File: src/rtl/cpc_ramx_ctrl.sv
`default_nettype none
// +--------------------------------------------------------------------------+
// | cpc_ramx_ctrl: CPC RAM expansion banking (config capture, bus FSM, map)   |
// | Optional macro RAMX_SHADOW_BANK_EN: 464 shadow of 6128 RAM in top bank.  |
// | Revision: 1.0                                                            |
// +--------------------------------------------------------------------------+
module cpc_ramx_ctrl #(
  parameter int BANK_BITS = 3
) (
  input  logic                 clk,
  input  logic                 reset_b,
  input  logic                 iorq_b,
  input  logic                 mreq_b,
  input  logic                 wr_b,
  input  logic                 rfsh_b,
  input  logic                 adr15,
  input  logic                 adr14,
  input  logic [2:0]           adr_io,
  input  logic [7:0]           data,
  input  logic                 mode464,
  output logic                 ramcs_b,
  output logic                 ramdis,
  output logic                 ramwe_b,
  output logic [BANK_BITS+1:0] ramadrhi,
  output logic [BANK_BITS+2:0] cfg_q
);

  localparam logic ST_IDLE   = 1'b0;
  localparam logic ST_ACTIVE = 1'b1;
  localparam logic [BANK_BITS-1:0] TOP_BANK = '1;

  logic                 state;
  logic                 state_nxt;
  logic [BANK_BITS+2:0] pending;
  logic                 pend_v;
  logic                 io_armed;
  logic                 hit;
  logic                 io_cap;
  logic                 commit;
  logic [BANK_BITS-1:0] wr_bank;
  logic [BANK_BITS-1:0] cur_bank;
  logic [2:0]           cur_scheme;
  logic [1:0]           blk;
  logic                 map_hit;
  logic [1:0]           map_blk;
  logic [BANK_BITS-1:0] map_bank;
  logic [BANK_BITS+1:0] map_adr;
  logic                 unused_inputs;

  assign io_cap     = io_armed && !iorq_b && !wr_b && !adr15 && (data[7:6] == 2'b11);
  assign commit     = (state == ST_IDLE) && pend_v;
  assign cur_bank   = cfg_q[BANK_BITS+2:3];
  assign cur_scheme = cfg_q[2:0];
  assign blk        = {adr15, adr14};
  assign ramwe_b    = wr_b;

  generate
    if (BANK_BITS == 3) begin : g_bank_narrow
      assign wr_bank = data[5:3];
    end else begin : g_bank_wide
      assign wr_bank = {adr_io[BANK_BITS-4:0], data[5:3]};
    end
  endgenerate

  assign unused_inputs = ^{adr_io, mode464};

  // Mapping is evaluated against the committed config at access start.
  always_comb begin
    map_hit  = 1'b0;
    map_blk  = blk;
    map_bank = cur_bank;
    case (cur_scheme)
      3'd0:       map_hit = 1'b0;
      3'd1, 3'd3: map_hit = (blk == 2'b11);
      3'd2:       map_hit = 1'b1;
      default: begin
        if (blk == 2'b01) begin
          map_hit = 1'b1;
          map_blk = cur_scheme[1:0];
        end
      end
    endcase
`ifdef RAMX_SHADOW_BANK_EN
    if (mode464) begin
      if (map_hit && (cur_bank == TOP_BANK)) begin
        map_bank = TOP_BANK - 1'b1;
      end
      if (!map_hit) begin
        map_hit  = 1'b1;
        map_bank = TOP_BANK;
        map_blk  = blk;
      end
    end
`endif
    map_adr = {map_bank, map_blk};
  end

  always_ff @(posedge clk or negedge reset_b) begin
    if (!reset_b) state <= ST_IDLE;
    else          state <= state_nxt;
  end

  always_comb begin
    state_nxt = state;
    case (state)
      ST_IDLE:   if (!mreq_b && rfsh_b) state_nxt = ST_ACTIVE;
      ST_ACTIVE: if (mreq_b)            state_nxt = ST_IDLE;
      default:                          state_nxt = ST_IDLE;
    endcase
  end

  always_comb begin
    ramcs_b = 1'b1;
    ramdis  = 1'b0;
    if ((state == ST_ACTIVE) && hit) begin
      ramdis  = 1'b1;
      ramcs_b = mreq_b;
    end
  end

  // A capture on a commit edge lands in pending after the old value commits.
  always_ff @(posedge clk or negedge reset_b) begin
    if (!reset_b) begin
      cfg_q    <= '0;
      pending  <= '0;
      pend_v   <= 1'b0;
      io_armed <= 1'b1;
      hit      <= 1'b0;
      ramadrhi <= '0;
    end else begin
      if (iorq_b)      io_armed <= 1'b1;
      else if (io_cap) io_armed <= 1'b0;
      if (commit) begin
        cfg_q  <= pending;
        pend_v <= 1'b0;
      end
      if (io_cap) begin
        pending <= {wr_bank, data[2:0]};
        pend_v  <= 1'b1;
      end
      if ((state == ST_IDLE) && (state_nxt == ST_ACTIVE)) begin
        hit      <= map_hit;
        ramadrhi <= map_adr;
      end
    end
  end

endmodule
`default_nettype wire

File: config.mk
export PLATFORM = sky130hd
export DESIGN_NAME = cpc_ramx_ctrl
export DESIGN_NICKNAME = d
export VERILOG_FILES = /design/src/rtl/cpc_ramx_ctrl.sv
export SDC_FILE = /design/constraint.sdc
export NUM_CORES = 1
export LEC_CHECK = 0
export CAP_MARGIN = 20
export CELL_PAD_IN_SITES_DETAIL_PLACEMENT = 1
export CELL_PAD_IN_SITES_GLOBAL_PLACEMENT = 2
export CORE_UTILIZATION = 26
export CTS_CLUSTER_DIAMETER = 120
export DETAILED_ROUTE_END_ITERATION = 12
export PLACE_DENSITY = 0.72
export RECOVER_POWER = 50
export SYNTH_ARGS = -nofsm -noshare
export SYNTH_HDL_FRONTEND = slang
export SYNTH_SLANG_ARGS = --single-unit
File: constraint.sdc
create_clock -name clk -period 2.3 [get_ports clk]
set_clock_uncertainty 0.2 [all_clocks]
set_input_delay 0.69 -clock clk [delete_from_list [all_inputs] [get_ports clk]]
set_output_delay 0.69 -clock clk [all_outputs]
set_load 0.05 [all_outputs]
==> summary.txt <==
Layout
  – P&R area growth vs syn: 50.0%
  – Final core utilization: 41.7%
  – Final std cells w/o fill: ~150
  – Most frequent cells in the layout: dfrtp_1, buf_4, mux2_2
  – Nets: between 100 and 150
  – Share of layout cells above drive strength 1: 41.6%
  – Diodes inserted: 0
  – Most common cell after layout, fill and taps aside: dfrtp_1

Yosys
  – Cells after synthesis: 63
  – #FFs+latches synth: 21
  – Yosys top cell area share: 58.0%
  – Post-synthesis mux area share: between 10% and 20%
  – Synth warnings: 0
  – Simple-Gate Fraction of Synth Area: 12.6%
  – Cell taking the most area after synthesis: dfrtp_1
  – Seq/Total Area, Yosys: 61.0%
  – Synth area leaders: dfrtp_1, mux2_2, dfstp_2, nor2_1, nor3b_4
  – Post-synthesis compound-gate area fraction: 5.80%
  – Syn Nets: 83
  – Count of cell types in the netlist: 21
  – Cell Area, Synth: 863 um^2
  – Largest family of logic cells by synthesized area: multiplexers
  – Xor/xnor share of the synthesized area: 0%
  – Adder-cell share of the synthesized area: 0%
  – Post-synthesis area per instance: 13.7 um^2

Timing
  – Min cycle time layout: 2170 ps
  – Period utilization: 94.5%
  – RSZ-0062 raised after global routing: no
  – Slew Viols, Final: 0
  – Pin slew with the least headroom to its limit: 1130 ps
  – Slew HR: 24.8%
  – Final Hold Fails: 0
  – Peak Freq: roughly 460 MHz
  – Setup violators final: 0

Clock network
  – Clock Sinks: 21
  – CTS tree: yes
  – Root Buffer: clkbuf_4
  – CTS clock-pin slew for the worst setup and hold paths: 120 ps
  – Worst skew pair latency: 310 ps
  – Max Root-Sink Buffers: 2
  – CTS buffer count: 3
  – Buffer count from post-CTS setup fixing: 0
  – H-tree depth: 1

Worst setup path
  – Startpoint types: flip-flop
  – Critical Path RT: between 1000 and 1500 ps
  – Max stage delay on crit path: approximately 470 ps
  – Critical path class: reg2out
  – Critical path, cell by cell: and2_1, nand2b_4, buf_12
  – Delay-heaviest family, CP: flip-flops
  – Crit-path max FO: 5
  – Worst Path Arrival: between 1000 and 1500 ps
  – Crit path buf inv count: 1
  – Kind of end point of the critical path: output port
  – Slowest-stage cell, CP: dfrtp_1

Global routing
  – Via count of the first global-routing pass: 673
  – Largest net degree at the start of global routing: 22
  – Global-route wire length before repair: around 3200 um
  – Grt total ovfl: 0
  – GRT Total Usage: between 10% and 20%
  – Initial antenna violation count: 0

Power and ir drop
  – Max VDD drop: 0.566 mV
  – Leak: 0.593 nW
  – PD cells: roughly 910 nW/um^2

Run status
  – Run status: finished, final reports clean

Routing
  – First-pass DRT Iterations: 2
  – DR WL/cell: 12.8 um
  – Via count: 628
  – Met1 Routed Length: roughly 800 um
  – Routed length on met3: 76 um
  – Number of DRC violations after detailed-routing iteration 0: 5
  – DRT antenna net count: 0
  – Highest routed metal layer: met4
  – Met2 wire len: 943 um
  – Via density: 4.33
  – Drc violations: 0
  – Routed WL: 1860 um

Hold path
  – HP Class: reg2reg

Floorplan
  – Row count: 20
  – Die area: 3560 um^2
  – Io pins: 34
  – Initial core utilization: ~28%
  – Placeable Area: 3100 um^2
  – Die height: 59.6 um
  – Die Wd: 59.6 um

Job
  – Max-cap violations: 0

Placed design
  – GPL Wtd Cong: 0.688
  – Placed cells: 141
  – Post-DP HPWL: 1470 um
  – I/O Buffers: 29
[stage by stage]
step / setup TNS [ps] / power [mW] / setup slack (ps) / instance area (um^2) / hold WS, ps
after CTS: 0 / 1.20 / 5.63 / 1300 / 304
after global placement: -54.0 / 0.991 / -44.4 / 1260 / 258
after global routing: 0 / 1.24 / 38.0 / 1290 / 323
final: 0 / 1.17 / 126 / 1290 / 302
after detailed placement: -295 / 1.00 / -56.3 / 1260 / 274
after floorplan: 0 / 0.817 / 105 / 863 / 194
[layer usage]
| metal | GRT usage (%) | vias to the layer above |
|---|---|---|
| met1 | 15.1 | 314 |
| met3 | 3.93 | 4 |
| li1 | - | 294 |
| met5 | 0 | - |
| met4 | 3.99 | 0 |
| met2 | 21.3 | 16 |
[final cells by class]
type                    instances  area, um^2
clock buffers                   3        22.5
clock inverters                 1        7.51
fillers                       358        1810
inverters                       2        7.51
multi-input cells              38         324
flip-flops and latches         21         527
well taps                      44        55.1
repair buffers                 36         352
[report_power, final]
part / internal, mW / switching, mW
Combinational: 0.183 / 0.290
Sequential: 0.457 / 0.0585
Clock: 0.0664 / 0.119
[final timing paths]
path | startpoint | endpoint | slack [ps] | depth (start not counted)
hold / removal | pending[2]$_DFFE_PN0P_ | cfg_q[2]$_DFFE_PN0P_ | 300 | 2
max in group asynchronous | reset_b | pend_v$_DFFE_PN0P_ | 340 | 2
hold reg to reg | pending[2]$_DFFE_PN0P_ | cfg_q[2]$_DFFE_PN0P_ | 300 | 2
setup / recovery | state$_DFF_PN0_ | ramcs_b | 130 | 3
min in group asynchronous | reset_b | pending[1]$_DFFE_PN0P_ | 900 | 2
setup reg to reg | io_armed$_DFFE_PN1P_ | pending[0]$_DFFE_PN0P_ | 640 | 4
[worst min-delay path: cells and delay by family, from the launching register on]
family	cells	cell delay, ps
AOI/OAI and AO/OA	1	60
DFF	1	370
and+or+nand+nor	1	50
[synth_stat cells]
cell type	count
nor2b_1	2
nor2_1	6
o311ai_0	1
and3_1	1
nor3_4	1
a21oi_1	1
a31oi_1	2
dfrtp_1	20
and2_1	1
nand2b_1	1
nor3b_4	1
o21ai_0	3
inv_1	2
a21o_2	1
mux2_2	14
nand4b_1	1
buf_2	1
nand2_1	1
dfstp_2	1
buf_4	1
nand3b_1	1
[sequential cells by signal, summed over array words and instances, names as in the netlist]
name      flops
cfg_q         6
pending       6
ramadrhi      5
hit           1
io_armed      1
pend_v        1
state         1
[cell families (layout without fill, tap and decap cells)]
kind of cell	count (synthesis)	count (layout)
compound gates	8	8
buf+inv	4	42
simple gates	16	16
flops	21	21
mux	14	14
[repair_timing]
| item | in CTS | in global routing |
|---|---|---|
| setup endpoints to repair | 1 | 1 |
| hold buffers | 0 | 0 |
| resized for setup | 2 | 1 |
(Power assumes the default switching activity.)
